File: src/rtl/bitcell_pkg.sv
// Shared definitions for the NAND-latch bitcell array and its access
// sequencer.
//   ST_*  : 2-bit state encoding, shared with the array FSM
//   OP_*  : requester op encoding (1 = write, 0 = read)
package bitcell_pkg;

  localparam logic [1:0] ST_IDLE   = 2'b11;
  localparam logic [1:0] ST_SETUP  = 2'b00;
  localparam logic [1:0] ST_ACCESS = 2'b01;
  localparam logic [1:0] ST_DONE   = 2'b10;

  localparam logic OP_WRITE = 1'b1;
  localparam logic OP_READ  = 1'b0;

endpackage

File: src/rtl/rr_arbiter2.sv
// Two-way round-robin grant logic, purely combinational.
//   req[1:0] : request lines
//   ptr      : tie-break preference, 0 = requester 0, 1 = requester 1
//   en       : grants are only issued while en is high
//   gnt[1:0] : one-hot grant, or zero
module rr_arbiter2 (
  input  logic [1:0] req,
  input  logic       ptr,
  input  logic       en,
  output logic [1:0] gnt
);

  always_comb begin
    gnt = 2'b00;
    if (en) begin
      case (req)
        2'b01:   gnt = 2'b01;
        2'b10:   gnt = 2'b10;
        // Contention: the pointer decides.
        2'b11:   gnt = ptr ? 2'b10 : 2'b01;
        default: gnt = 2'b00;
      endcase
    end
  end

endmodule

File: src/rtl/bitcell_array_arbiter.sv
// Round-robin arbiter and access sequencer for the bitcell array.
// Two requesters share one array; each transaction walks
// IDLE -> SETUP -> ACCESS -> DONE and takes four cycles.
//   clk, rst                        : clock, synchronous active-high reset
//   req*/op*/addr*/wdata*           : requester side inputs
//   ack0, ack1                      : one-cycle completion pulses
//   rdata, err                      : registered result, held until next DONE
//   mem_sel/mem_rw/mem_we/mem_wdata : array control (one-hot row select)
//   mem_rdata                       : selected-row data from the array
//   state_ab                        : current FSM state for debug
//
// Handshake: reqN is a level that the requester keeps high until ackN
// pulses. Requests and op/addr/wdata are sampled only in IDLE; the values
// are latched on grant, so later changes or a dropped request do not affect
// the transaction in flight. A request still high after its ack counts as a
// new request.
module bitcell_array_arbiter
  import bitcell_pkg::*;
#(
  parameter int WIDTH = 4,
  parameter int DEPTH = 4,
  localparam int AW   = $clog2(DEPTH)
) (
  input  logic             clk,
  input  logic             rst,
  input  logic             req0,
  input  logic             op0,
  input  logic [AW-1:0]    addr0,
  input  logic [WIDTH-1:0] wdata0,
  output logic             ack0,
  input  logic             req1,
  input  logic             op1,
  input  logic [AW-1:0]    addr1,
  input  logic [WIDTH-1:0] wdata1,
  output logic             ack1,
  output logic [WIDTH-1:0] rdata,
  output logic             err,
  output logic [DEPTH-1:0] mem_sel,
  output logic             mem_rw,
  output logic             mem_we,
  output logic [WIDTH-1:0] mem_wdata,
  input  logic [WIDTH-1:0] mem_rdata,
  output logic [1:0]       state_ab
);

  logic [1:0]       state_q, state_d;
  logic             rr_q, rr_d;       // 1 = requester 1 wins the next tie
  logic             gnt1_q, gnt1_d;   // 1 = requester 1 owns the transaction
  logic             op_q, op_d;
  logic [AW-1:0]    addr_q, addr_d;
  logic [WIDTH-1:0] wdata_q, wdata_d;
  logic [WIDTH-1:0] rdata_q, rdata_d;
  logic             err_q, err_d;

  logic [1:0]       gnt;
  logic             oor;
  logic [DEPTH-1:0] sel_row;

  rr_arbiter2 u_rr (
    .req (({req1, req0})),
    .ptr (rr_q),
    .en  (state_q == ST_IDLE),
    .gnt (gnt)
  );

  // Addresses past the last row (non power-of-two DEPTH) never touch the array.
  assign oor     = (int'(addr_q) >= DEPTH);
  assign sel_row = oor ? '0 : ({{(DEPTH-1){1'b0}}, 1'b1} << addr_q);

  // State register
  always_ff @(posedge clk) begin
    if (rst) begin
      state_q <= ST_IDLE;
      rr_q    <= 1'b0;
      gnt1_q  <= 1'b0;
      op_q    <= 1'b0;
      addr_q  <= '0;
      wdata_q <= '0;
      rdata_q <= '0;
      err_q   <= 1'b0;
    end else begin
      state_q <= state_d;
      rr_q    <= rr_d;
      gnt1_q  <= gnt1_d;
      op_q    <= op_d;
      addr_q  <= addr_d;
      wdata_q <= wdata_d;
      rdata_q <= rdata_d;
      err_q   <= err_d;
    end
  end

  // Next-state logic
  always_comb begin
    state_d = state_q;
    rr_d    = rr_q;
    gnt1_d  = gnt1_q;
    op_d    = op_q;
    addr_d  = addr_q;
    wdata_d = wdata_q;
    rdata_d = rdata_q;
    err_d   = err_q;
    case (state_q)
      ST_IDLE: begin
        if (gnt != 2'b00) begin
          gnt1_d  = gnt[1];
          op_d    = gnt[1] ? op1    : op0;
          addr_d  = gnt[1] ? addr1  : addr0;
          wdata_d = gnt[1] ? wdata1 : wdata0;
          state_d = ST_SETUP;
        end
      end
      ST_SETUP: state_d = ST_ACCESS;
      ST_ACCESS: begin
        // Result registers update as DONE is entered and hold afterwards.
        err_d   = oor;
        rdata_d = (op_q == OP_READ && !oor) ? mem_rdata : '0;
        state_d = ST_DONE;
      end
      ST_DONE: begin
        rr_d    = ~gnt1_q;
        state_d = ST_IDLE;
      end
      default: state_d = ST_IDLE;
    endcase
  end

  // Output decode; everything array-facing is quiet outside SETUP/ACCESS.
  always_comb begin
    mem_sel   = '0;
    mem_rw    = 1'b0;
    mem_we    = 1'b0;
    mem_wdata = '0;
    ack0      = 1'b0;
    ack1      = 1'b0;
    case (state_q)
      ST_SETUP: begin
        mem_sel   = sel_row;
        mem_rw    = op_q;
        mem_wdata = wdata_q;
      end
      ST_ACCESS: begin
        mem_sel   = sel_row;
        mem_rw    = op_q;
        mem_wdata = wdata_q;
        mem_we    = (op_q == OP_WRITE) && !oor;
      end
      ST_DONE: begin
        ack0 = ~gnt1_q;
        ack1 = gnt1_q;
      end
      default: ;
    endcase
  end

  assign rdata    = rdata_q;
  assign err      = err_q;
  assign state_ab = state_q;

endmodule

File: config.mk
export PLATFORM = sky130hd
export DESIGN_NAME = bitcell_array_arbiter
export DESIGN_NICKNAME = d
export VERILOG_FILES = /design/src/rtl/bitcell_pkg.sv /design/src/rtl/rr_arbiter2.sv /design/src/rtl/bitcell_array_arbiter.sv
export SDC_FILE = /design/constraint.sdc
export NUM_CORES = 1
export LEC_CHECK = 0
export ABC_AREA = 1
export CORE_UTILIZATION = 36
export CTS_CLUSTER_SIZE = 12
export DETAILED_ROUTE_END_ITERATION = 10
export PLACE_DENSITY = 0.81
export SYNTH_ARGS = -nofsm -noshare
export SYNTH_HDL_FRONTEND = slang
export SYNTH_SLANG_ARGS = --single-unit
export TNS_END_PERCENT = 30
File: constraint.sdc
create_clock -name clk -period 2.9 [get_ports clk]
set_input_delay 0.58 -clock clk [delete_from_list [all_inputs] [get_ports clk]]
set_output_delay 0.58 -clock clk [all_outputs]
set_load 0.03 [all_outputs]
======== After elaboration in Yosys (flattened, before gate mapping) ========
Index checks and enable logic that the tools add are counted.
storage, ports and cells
  word-level logic and storage cells ...... 35
  bits in registers ....................... 15
  bits of input ports ..................... 22
  output and inout bits ................... 19
operators by class
  shift operators ......................... 1
  multiplexer cells ....................... 15
  equal/unequal tests ..................... 7
  reduce and logical (&&, ||, !) cells .... 4
  bitwise logic cells ..................... 1
operator list
  cell                                             count
  two-way mux 4 bit                                4
  == test 2 bit, second input constant             4
  two-way mux 2 bit                                4
  one-hot mux 2 bit (4 select lines)               1
  one-hot mux 2 bit (3 select lines)               1
  two-way mux 1 bit                                5
  == test 2 x 1 -> 1 bit, second input constant    2
  << shifter 1 x 2 -> 4 bit, first input constant  1
  zero test 2 bit                                  1
  != test 2 bit, second input constant             1
  AND reduction 2 bit                              1
  nonzero test 2 bit                               1
  OR reduction 2 bit                               1
  inverter 1 bit                                   1

======== Longest topological paths before layout ========
Gate-level depths: netlist of run 1.
  depth in word-level cells ............... 6
  gate-level depth with buffers ........... 8
  gate-level depth less buffers ........... 8

======== By module ========
Synthesis of run 1 repeated with hierarchy kept, for this count alone.
second synthesis, totals
  cell total of the unflattened synthesis .. 134
  area total of the unflattened synthesis .. 867.1 um^2
modules (own cells, without submodules)
  module                 cells an instance  seq. area each (um^2)  times used  area each (um^2)
  bitcell_array_arbiter  129                300.3                  1           845.8
  rr_arbiter2            5                  0.0                    1           21.3

======== Least setup slack after synthesis of run 1 ========
OpenSTA, ideal clock, no wires.
  path type ............................... flip-flop to output port
  start ................................... register state_q[0] (netlist: state_ab[0])
  end ..................................... output port mem_sel[0]
  slack ................................... 685 ps
  path buffers ............................ 1
  arrival ................................. 1635 ps
  cell stages (with the launch flop) ...... 5
  data required time ...................... 2320 ps
  cells stage by stage .................... dfxtp_1 > ha_1 > buf_2 > nor2_2 > nor3_1
between the ends
  word-level cells in the longest chain between the ends .. 3
  elaborated cells on any way between the ends .. 4
  those cells by class .................... 1 x eq/ne; 1 x mux; 2 x reduce/logical
ends and longest elaborated chain
  item                                                       RTL line                      RTL
  start, declared                                            bitcell_array_arbiter.sv:46   logic [1:0] state_q, state_d;
  start signal, assigned                                     bitcell_array_arbiter.sv:82   state_q <= state_d;
  == test 2 x 1 -> 1 bit or zero test 2 bit (tied branches)  bitcell_array_arbiter.sv:136  case (state_q)
  OR reduction 2 bit (no line) *                             -
  two-way mux 4 bit *                                        bitcell_array_arbiter.sv:136
  end, declared                                              bitcell_array_arbiter.sv:38   output logic [DEPTH-1:0] mem_sel,
Mark *: on every way between the ends. The rest lies on a longest branch, timed or not.

======== Worst setup path in the final report of run 1 ========
  start ................................... register state_q[1] (netlist: state_ab[1])
  end ..................................... output port mem_wdata[1]
between the ends
  word-level cells in the longest chain between the ends .. 3
  elaborated cells on any way between the ends .. 4
  those cells by class .................... 1 x eq/ne; 1 x mux; 2 x reduce/logical
ends and longest elaborated chain
  item                                                       RTL line                      RTL
  == test 2 x 1 -> 1 bit or zero test 2 bit (tied branches)  bitcell_array_arbiter.sv:136
  OR reduction 2 bit (no line) *                             -
  two-way mux 4 bit *                                        bitcell_array_arbiter.sv:136
  end, declared                                              bitcell_array_arbiter.sv:41   output logic [WIDTH-1:0] mem_wdata,
Marked as above.

==> summary.txt, run 1 <==
Cells and area
  – Number of non-filler instances in the completed layout: 197
  – Synthesis-to-layout area growth: 50.7%
  – Fin nets: 196
  – Antenna diode count: 0
  – Share of post-route cells with drive strength above 1: 0.0651
  – Count of filler cells inserted in the layout: 216
  – Core utilization of the finished layout: 0.575

Floorplan
  – Area of the die: between 0.002 and 0.003 sq mm
  – Die boundary width: 50.4 um
  – Overall die height: 50.4 um
  – Initial core utilization: 0.382
  – Area inside the core boundary: 0.00221 sq mm
  – I/O pin cnt: 41
  – Core Rows: 17

Synth
  – Synth Area per Inst: around 6.5 sq um
  – Synthesized netlist cell count: 129
  – Total of warnings raised by yosys: 0
  – Yosys top cell area share: 0.356
  – Yosys top cell by area: dfxtp_1
  – Synth Net Count: between 150 and 200
  – Area of the mapped netlist: 845 sq um
  – Sequential-to-total area share from yosys stat: 0.356
  – Cell types with the largest area share after synthesis: dfxtp_1, nand3_1, inv_1
  – Unique cell type count in the Yosys netlist: 19
  – Count of state elements after synthesis: 15

Timing
  – Fraction of the cycle the final worst path needs: 0.941
  – RSZ-0062 raised after global routing: no
  – Final hold vios: 0
  – Setup skew after layout: 0.00726 ns
  – Number of setup violations in the final report: 0
  – Number of pins with negative max-slew slack in the final report: 0
  – Setup total negative slack: 0 ns
  – Fin crit period: 2.73 ns
  – Worst Hold Slack: 0.470 ns
  – Maximum clock frequency: 366 MHz

Worst hold path
  – Worst hold path class: flop to flop
  – Endpoint of the worst hold path: rdata[2]$_SDFFE_PP0N_
  – Start point of the worst min-delay path: rdata[2]$_SDFFE_PP0N_
  – Hold-critical path depth: 2

Critical path
  – Kind of cell adding the most delay to the critical path: buffers and inverters
  – Reg-to-Reg End: addr_q[0]$_SDFFE_PP0P_
  – Largest stage delay, worst path: around 0.62 ns
  – Element type at the critical path end: output port
  – Critical path class: flop to output port
  – Worst EP arrival: 2.15 ns
  – Cell with the largest stage delay on the worst path: clkdlybuf4s50_1
  – Critical path required time: 2.32 ns
  – Critical path, cell by cell: inv_1 -> ha_1 -> nor2_2 -> nor2_1 -> clkdlybuf4s50_1
  – R2R Path Start: state_ab[0]$_SDFFE_PP1P_
  – Critical path buffer and inverter count: 2
  – Logic depth of the worst register-to-register path: 8
  – Internal reg-to-reg setup slack: 1.47 ns
  – Critical path peak fanout: 9
  – Element type at the critical path start: flop

Power
  – Ratio of total power to cell area: approximately 850 mW/mm^2
  – Worst vdd ir: 444 uV
  – Cell leakage power: 0.622 nW

CTS
  – Clock transition time at the flip-flop clock pins of the worst setup and hold paths: approximately 0.09 ns
  – H-tree levels: 1
  – Total clock sinks: 15
  – Clock tree from TritonCTS: done
  – Hold Buf Count CTS: 0
  – Clock tree buffer depth: 2
  – Number of CTS-inserted buffers: 3
  – Later-pin clock latency in the skew report: around 0.29 ns
  – Library cell used as clock root buffer: clkbuf_4
  – Number of setup buffers added after CTS: 0
  – Post-cts sizing count: 0

Status
  – Outcome: finished clean

Routing
  – Count of antenna-violating nets left after detailed routing: 0
  – Aggregate routed wire length: 2130 um
  – Vias per inst: 4.68
  – Via count of the routed design: 922
  – Total iterations of the first detailed-routing run: 4
  – Average wire per standard cell: ~11 um
  – Post-route DRC violation count: 0
  – DR iter-0 viols: 16

Global route
  – Vias in the first global route: 813
  – Largest net degree at the start of global routing: 17
  – Overall routing resource usage: 0.180
  – Wire length of the first global-routing pass: 3440 um
  – Total global routing overflow: 0
  – Initial antenna violation count: 0

Place
  – DPL Wire Length: 1610 um
  – Number of buffers added on ports: 39
  – GPL Wtd Cong: approximately 0.75
  – Instance count after placement with tap cells included: 193

Run
  – Max cap viols: 0
sequential cells by signal (all words and copies together), names as in the netlist:
register / flops
wdata_q: 4
addr_q: 2
state_ab: 2
rdata: 4
op_q: 1
rr_q: 1
gnt1_q: 1
worst max-delay path by stage:
stage	startpoint	to	slack (ns)	depth (start not counted)
floorplan	state_ab[0]$_SDFFE_PP1P_	mem_sel[0]	0.68	4
CTS	state_ab[1]$_SDFFE_PP1P_	mem_wdata[1]	0.15	5
finish	state_ab[1]$_SDFFE_PP1P_	mem_wdata[1]	0.17	5
global placement	state_ab[1]$_SDFFE_PP1P_	mem_sel[1]	0.59	5
detailed placement	state_ab[1]$_SDFFE_PP1P_	mem_sel[0]	0.50	5
global route	state_ab[1]$_SDFFE_PP1P_	mem_sel[2]	0.05	5
layout make-up:
cell class              instances  area (sq um)  area share
clock buffers                   4          26.3      0.0206
well taps                      28          35.0      0.0275
repair buffers                 39           390       0.307
flip-flops and latches         15           300       0.236
multi-input cells              79           399       0.314
inverters                      32           121      0.0954
synthesized netlist by cell type:
| library cell | n |
|---|---|
| buf_2 | 1 |
| a21oi_1 | 5 |
| nand2_1 | 23 |
| nor3_1 | 4 |
| dfxtp_1 | 15 |
| inv_2 | 2 |
| a211oi_1 | 1 |
| nor2_2 | 1 |
| clkinv_2 | 1 |
| nand2_2 | 3 |
| nor2_1 | 6 |
| conb_1 | 1 |
| buf_6 | 1 |
| nand3_1 | 22 |
| ha_1 | 4 |
| o21ai_0 | 8 |
| inv_1 | 29 |
| buf_4 | 1 |
| o21ai_2 | 1 |
logic make-up after synthesis:
family	Yosys count	synth area share
flip-flops	15	0.356
AO/OA/AOI/OAI	15	0.0963
adder cells (fa/ha/maj)	4	0.0593
buffers and inverters	35	0.172
AND/OR/NAND/NOR	59	0.313
other	1	0.00444
worst register-to-register path, stage by stage (launching register included):
cell and delay [ns]:
dfxtp_1 0.42, ha_1 0.29, nand2_2 0.10, clkinv_2 0.12
nand2_2 0.13, nand2_1 0.10, nand3_1 0.07, nand2_1 0.07
inv_1 0.04
power breakdown:
part           switching [mW]  internal [mW]  total [mW]  leakage, nW
Sequential             0.0485          0.272       0.321        0.124
Clock                  0.0687         0.0535       0.122       0.0150
Combinational           0.394          0.238       0.633        0.483
cells in the final DEF, fill, tap and decap left out:
| master | instances |
|---|---|
| a21oi_1 | 5 |
| o21ai_2 | 1 |
| clkdlybuf4s50_1 | 39 |
| nand2_2 | 3 |
| conb_1 | 1 |
| dfxtp_1 | 15 |
| clkinv_2 | 1 |
| inv_2 | 2 |
| inv_1 | 29 |
| nand3_1 | 22 |
| ha_1 | 4 |
| nor2_2 | 1 |
| nor2_1 | 6 |
| o21ai_0 | 8 |
| nand2_1 | 23 |
| clkbuf_1 | 1 |
| clkbuf_4 | 3 |
| nor3_1 | 4 |
| a211oi_1 | 1 |
per-layer routing:
metal  GRT usage  up-vias  wire, um
met4      0.0694        0        25
met3      0.0303        4       158
met5           0        -         0
li1            -      477         -
met2       0.309       41       984
met1       0.222      400       963
stage by stage:
step / power, mW / instance area [sq um] / setup WS (ns)
detailed placement: 0.951 / 1250 / 0.497
global placement: 0.929 / 1250 / 0.591
CTS: 1.08 / 1270 / 0.150
floorplan: 0.747 / 845 / 0.685
global route: 1.16 / 1270 / 0.0451
finish: 1.08 / 1270 / 0.171
Note: power is estimated with default switching activity, not from simulation.
==> inputs of run 2 (changes only) <==
==> constraint.sdc (replaced) <==
create_clock -name clk -period 2.9 [get_ports clk]
set_input_delay 0.58 -clock clk [delete_from_list [all_inputs] [get_ports clk]]
set_output_delay 0.58 -clock clk [all_outputs]
set_load 0.01 [all_outputs]
==> run 2 against run 1 <==
Combinational power decreased by 16%. Design area unchanged. Sequential share of layout area unchanged. Sequential power about the same. Clock skew decreased by 0.0012 ns.
==> summary.txt, run 2 (synthesized netlist as in run 1, its figures left out) <==
Timing
  – Setup skew after layout: 0.00607 ns (was 0.00726 ns)
  – RSZ-0062 raised after global routing: no (unchanged)
  – Number of setup violations in the final report: 0 (unchanged)
  – Final hold vios: 0 (unchanged)
  – Fin crit period: 2.60 ns (was 2.73 ns)
  – Setup total negative slack: 0 ns (unchanged)
  – Fraction of the cycle the final worst path needs: 0.895 (was 0.941)
  – Number of pins with negative max-slew slack in the final report: 0 (unchanged)
  – Maximum clock frequency: 385 MHz (was 366 MHz)
  – Setup ws final: 0.305 ns (was 0.171 ns)

Cells and area
  – Count of filler cells inserted in the layout: 213 (was 216)
  – Area occupied by multi-input gates: 399 sq um (unchanged)
  – Fin nets: 196 (unchanged)
  – Commonest cells after routing, fill and taps aside: clkdlybuf4s50_1, inv_1, nand2_1, nand3_1, dfxtp_1 (unchanged)
  – Leading cell type in the layout, fill and taps excluded: clkdlybuf4s50_1 (unchanged)
  – Share of post-route cells with drive strength above 1: 0.0651 (unchanged)
  – Sequential cell area in the final layout: 300 sq um (unchanged)
  – Synthesis-to-layout area growth: 50.7% (unchanged)
  – Post-route cell area: 0.00127 sq mm (unchanged)
  – Antenna diode count: 0 (unchanged)

Power
  – Cell leakage power: 0.622 nW (unchanged)
  – Ratio of total power to cell area: 767 mW/mm^2 (was 846 mW/mm^2)
  – Worst vdd ir: 397 uV (was 444 uV)

Floorplan
  – Area inside the core boundary: 0.00221 sq mm (unchanged)
  – Die boundary width: 50.4 um (unchanged)
  – I/O pin cnt: 41 (unchanged)
  – Initial core utilization: 0.382 (unchanged)
  – Overall die height: 50.4 um (unchanged)
  – Core Rows: 17 (unchanged)
  – Area of the die: 0.00254 sq mm (unchanged)

Critical path
  – Internal reg-to-reg setup slack: 1.46 ns (was 1.47 ns)
  – Logic depth of the worst register-to-register path: 6 (was 8)
  – Worst EP arrival: 2.02 ns (was 2.15 ns)
  – Critical Path Start: state_ab[1]$_SDFFE_PP1P_ (unchanged)
  – Reg-to-Reg End: state_ab[0]$_SDFFE_PP1P_ (was addr_q[0]$_SDFFE_PP0P_)
  – Critical path peak fanout: 9 (unchanged)
  – Element type at the critical path start: flop (unchanged)
  – Critical path required time: 2.32 ns (about the same)
  – Element type at the critical path end: output port (unchanged)
  – Capturing element of the worst setup path: mem_sel[0] (was mem_wdata[1])
  – R2R Path Start: state_ab[0]$_SDFFE_PP1P_ (unchanged)
  – Critical path class: flop to output port (unchanged)

CTS
  – Clock transition time at the flip-flop clock pins of the worst setup and hold paths: 0.09 ns (about the same)
  – H-tree levels: 1 (unchanged)
  – Number of CTS-inserted buffers: 3 (unchanged)
  – Later-pin clock latency in the skew report: 0.29 ns (about the same)
  – Number of setup buffers added after CTS: 0 (unchanged)
  – Library cell used as clock root buffer: clkbuf_4 (unchanged)
  – Clock tree buffer depth: 2 (unchanged)
  – Hold Buf Count CTS: 0 (unchanged)
  – Clock tree from TritonCTS: done (unchanged)
  – Total clock sinks: 15 (unchanged)
  – Post-cts sizing count: 0 (unchanged)

Routing
  – Vias per inst: 4.68 (about the same)
  – Total iterations of the first detailed-routing run: 4 (unchanged)
  – DR iter-0 viols: 15 (was 16)
  – Count of antenna-violating nets left after detailed routing: 0 (unchanged)
  – Via count of the routed design: 921 (was 922)
  – Aggregate routed wire length: 2100 um (was 2130 um)
  – Post-route DRC violation count: 0 (unchanged)
  – Average wire per standard cell: 10.7 um (was 10.8 um)

Run
  – Max cap viols: 0 (unchanged)

Global route
  – Initial antenna violation count: 0 (unchanged)
  – Overall routing resource usage: 0.184 (was 0.180)
  – Total global routing overflow: 0 (unchanged)
  – Vias in the first global route: 842 (was 813)
  – Wire length of the first global-routing pass: 3530 um (was 3440 um)
  – Largest net degree at the start of global routing: 17 (unchanged)

Place
  – Placed Instance Area: 0.00125 sq mm (unchanged)
  – Number of buffers added on ports: 39 (unchanged)
  – DPL Wire Length: 1670 um (was 1610 um)
  – GPL Wtd Cong: 0.733 (was 0.750)
  – Dpl ws: 0.608 ns (was 0.497 ns)

Worst hold path
  – Worst hold path class: flop to flop (unchanged)

Status
  – Outcome: finished clean (unchanged)
## run 2: cell counts in the layout (fill, tap and decap cells not counted)
Identical to the previous run, type by type.
## run 2: report_power, final
part / switching (mW) / internal, mW
registers: 0.0479 / 0.272
clock network: 0.0688 / 0.0535
logic: 0.296 / 0.238
total: 0.413 / 0.564
## run 2: worst min path at each step
stage	start	to	slack, ns	depth (start not counted)
floorplan	rr_q$_SDFFE_PP0N_	rr_q$_SDFFE_PP0N_	0.43	2
global placement	rdata[3]$_SDFFE_PP0N_	rdata[3]$_SDFFE_PP0N_	0.45	2
detailed placement	rdata[2]$_SDFFE_PP0N_	rdata[2]$_SDFFE_PP0N_	0.46	2
CTS	rdata[2]$_SDFFE_PP0N_	rdata[2]$_SDFFE_PP0N_	0.48	2
global route	rdata[2]$_SDFFE_PP0N_	rdata[2]$_SDFFE_PP0N_	0.49	2
finish	rdata[2]$_SDFFE_PP0N_	rdata[2]$_SDFFE_PP0N_	0.47	2
## run 2: final cells by class
class	instances	share of cell area
clock buffers	4	0.0206
inverters	32	0.0954
repair buffers	39	0.307
multi-input cells	79	0.314
well taps	28	0.0275
flip-flops and latches	15	0.236
## run 2: through the flow
stage	hold WS (ns)	power [mW]	util	cells
final	0.473	0.977	0.575	197
after floorplan	0.433	0.654	-	129
after global routing	0.493	1.06	0.575	197
after detailed placement	0.462	0.858	0.563	193
after global placement	0.454	0.836	0.563	193
after CTS	0.476	0.985	0.575	197
## run 2: critical path, stage by stage, from the launching register on
cell             delay (ns)
dfxtp_1                0.41
inv_1                  0.08
ha_1                   0.27
nor2_2                 0.36
nor3_1                 0.11
clkdlybuf4s50_1        0.49
## run 2: metal layers
metal	global-route usage	routed length (um)	part of all wire	vias to the layer above
met5	0	0	0	-
met4	0.0694	28	0.013	0
met3	0.0364	171	0.081	5
met2	0.327	1010	0.48	43
met1	0.216	896	0.43	397
li1	-	-	-	476
==> inputs of run 3 (changes only) <==
CORE_MARGIN = 2   (was unset)
==> run 3 against run 2 <==
Sequential share of layout area stayed put. Via count fell by 3.4%. Largest power group unchanged. Core utilization did not move. Highest routed layer unchanged. Flip-flop and latch count unchanged. Largest cell class unchanged. First-iteration DRC count is 20% lower. Clock-buffer cell count did not move. Worst hold slack about the same. Combinational power about the same.
==> summary.txt, run 3 (synthesized netlist as in run 1, its figures left out) <==
Status
  – Outcome: finished clean (unchanged)

Place
  – Instance count after placement with tap cells included: 193 (unchanged)
  – DPL Wire Length: 1670 um (about the same)
  – GPL Wtd Cong: 0.803 (was 0.733)
  – Number of buffers added on ports: 39 (unchanged)

Global route
  – Overall routing resource usage: 0.170 (was 0.184)
  – Initial antenna violation count: 0 (unchanged)
  – Total global routing overflow: 0 (unchanged)
  – Largest net degree at the start of global routing: 17 (unchanged)
  – Vias in the first global route: 840 (was 842)
  – Wire length of the first global-routing pass: 3470 um (was 3530 um)

Critical path
  – Element type at the critical path end: output port (unchanged)
  – Critical path peak fanout: 9 (unchanged)
  – Critical path buffer and inverter count: 2 (unchanged)
  – Critical path required time: 2.32 ns (about the same)
  – R2R Path Start: state_ab[0]$_SDFFE_PP1P_ (unchanged)
  – Reg-to-Reg End: addr_q[1]$_SDFFE_PP0P_ (was state_ab[0]$_SDFFE_PP1P_)
  – Critical path class: flop to output port (unchanged)
  – Largest stage delay, worst path: 0.49 ns (about the same)
  – Cell with the largest stage delay on the worst path: clkdlybuf4s50_1 (unchanged)
  – Logic depth of the worst register-to-register path: 7 (was 6)
  – Worst EP arrival: 2.00 ns (was 2.02 ns)
  – Critical path, cell by cell: inv_1 -> ha_1 -> nor2_2 -> nor3_1 -> clkdlybuf4s50_1 (unchanged)
  – Critical Path Start: state_ab[1]$_SDFFE_PP1P_ (unchanged)
  – Capturing element of the worst setup path: mem_sel[0] (unchanged)
  – Element type at the critical path start: flop (unchanged)
  – Internal reg-to-reg setup slack: 1.43 ns (was 1.46 ns)
  – Number of gates on the worst path with buffers counted: 5 (unchanged)
  – Kind of cell adding the most delay to the critical path: buffers and inverters (unchanged)

Timing
  – Number of setup violations in the final report: 0 (unchanged)
  – Fraction of the cycle the final worst path needs: 0.888 (was 0.895)
  – Number of pins with negative max-slew slack in the final report: 0 (unchanged)
  – RSZ-0062 raised after global routing: no (unchanged)
  – Setup skew after layout: 0.0115 ns (was 0.00607 ns)
  – Fin crit period: 2.58 ns (was 2.60 ns)
  – Setup total negative slack: 0 ns (unchanged)
  – Final hold vios: 0 (unchanged)
  – Maximum clock frequency: 388 MHz (was 385 MHz)

Cells and area
  – Antenna diode count: 0 (unchanged)
  – Synthesis-to-layout area growth: 50.7% (unchanged)
  – Number of non-filler instances in the completed layout: 197 (unchanged)
  – Fin nets: 196 (unchanged)
  – Commonest cells after routing, fill and taps aside: clkdlybuf4s50_1, inv_1, nand2_1, nand3_1, dfxtp_1 (unchanged)
  – Share of post-route cells with drive strength above 1: 0.0651 (unchanged)
  – Core utilization of the finished layout: 0.575 (unchanged)
  – Leading cell type in the layout, fill and taps excluded: clkdlybuf4s50_1 (unchanged)
  – Count of filler cells inserted in the layout: 220 (was 213)

Routing
  – Average wire per standard cell: 10.8 um (was 10.7 um)
  – Detail Route met2 WL: 955 um (was 1010 um)
  – Routed length on met1: 1020 um (was 896 um)
  – Highest routed layer: met4 (unchanged)
  – Post-route DRC violation count: 0 (unchanged)
  – DR iter-0 viols: 12 (was 15)
  – Count of antenna-violating nets left after detailed routing: 0 (unchanged)
  – Routed length on met3: 142 um (was 171 um)
  – Aggregate routed wire length: 2140 um (was 2100 um)
  – Via count of the routed design: 890 (was 921)
  – Total iterations of the first detailed-routing run: 4 (unchanged)
  – Vias per inst: 4.52 (was 4.68)

Worst hold path
  – Worst hold path class: flop to flop (unchanged)

CTS
  – Clock transition time at the flip-flop clock pins of the worst setup and hold paths: 0.10 ns (was 0.09 ns)
  – Library cell used as clock root buffer: clkbuf_4 (unchanged)
  – Later-pin clock latency in the skew report: 0.28 ns (was 0.29 ns)
  – Clock tree buffer depth: 2 (unchanged)
  – Number of CTS-inserted buffers: 3 (unchanged)
  – Clock tree from TritonCTS: done (unchanged)
  – Hold Buf Count CTS: 0 (unchanged)
  – Number of setup buffers added after CTS: 0 (unchanged)
  – Total clock sinks: 15 (unchanged)
  – H-tree levels: 1 (unchanged)
  – Post-cts sizing count: 0 (unchanged)

Run
  – Max cap viols: 0 (unchanged)

Floorplan
  – Overall die height: 52.4 um (was 50.4 um)
  – Area inside the core boundary: 0.00221 sq mm (unchanged)
  – I/O pin cnt: 41 (unchanged)
  – Initial core utilization: 0.382 (unchanged)
  – Die boundary width: 52.4 um (was 50.4 um)
  – Area of the die: 0.00275 sq mm (was 0.00254 sq mm)
  – Core Rows: 17 (unchanged)

Power
  – Total power: 0.974 mW (was 0.977 mW)
  – Worst vdd ir: 461 uV (was 397 uV)
  – Cell leakage power: 0.622 nW (unchanged)
  – Ratio of total power to cell area: 765 mW/mm^2 (was 767 mW/mm^2)
[run 3: cell counts in the layout (fill, tap and decap cells not counted)]
No cell type changed its count.
[run 3: worst min path at each step]
stage	from	slack, ns	depth (start not counted)	end
2_1_floorplan	rr_q$_SDFFE_PP0N_	0.43	2	rr_q$_SDFFE_PP0N_
3_3_place_gp	rdata[0]$_SDFFE_PP0N_	0.45	2	rdata[0]$_SDFFE_PP0N_
3_5_place_dp	rdata[1]$_SDFFE_PP0N_	0.46	2	rdata[1]$_SDFFE_PP0N_
4_1_cts	rdata[1]$_SDFFE_PP0N_	0.47	2	rdata[1]$_SDFFE_PP0N_
5_1_grt	rdata[1]$_SDFFE_PP0N_	0.50	2	rdata[1]$_SDFFE_PP0N_
6_report	rdata[1]$_SDFFE_PP0N_	0.47	2	rdata[1]$_SDFFE_PP0N_
[run 3: metrics by stage]
step / hold WS, ns / instance area, sq um / setup slack [ns]
3_3_place_gp: 0.455 / 1250 / 0.690
2_1_floorplan: 0.433 / 845 / 1.15
4_1_cts: 0.474 / 1270 / 0.283
6_report: 0.473 / 1270 / 0.324
3_5_place_dp: 0.461 / 1250 / 0.611
5_1_grt: 0.496 / 1270 / 0.161
[run 3: tightest hold or removal path, stage by stage (launching register included)]
cell and delay, ns:
dfxtp_1 0.31, nand2_1 0.06, a21oi_1 0.06
[run 3: layout make-up]
type                            count  area (sq um)  share of cell area
Tap cell                           28          35.0              0.0275
Multi-Input combinational cell     79           399               0.314
Clock buffer                        4          26.3              0.0206
Sequential cell                    15           300               0.236
Timing Repair Buffer               39           390               0.307
Inverter                           32           121              0.0954
[run 3: report_power, final]
part | switching, mW | internal, mW
clock network | 0.0658 | 0.0533
registers | 0.0474 | 0.272
logic | 0.298 | 0.238
[run 3: routing by layer]
layer	vias to the layer above	track usage
met5	-	0
met4	0	0.0641
met3	2	0.0257
met2	36	0.288
met1	376	0.216
li1	476	-
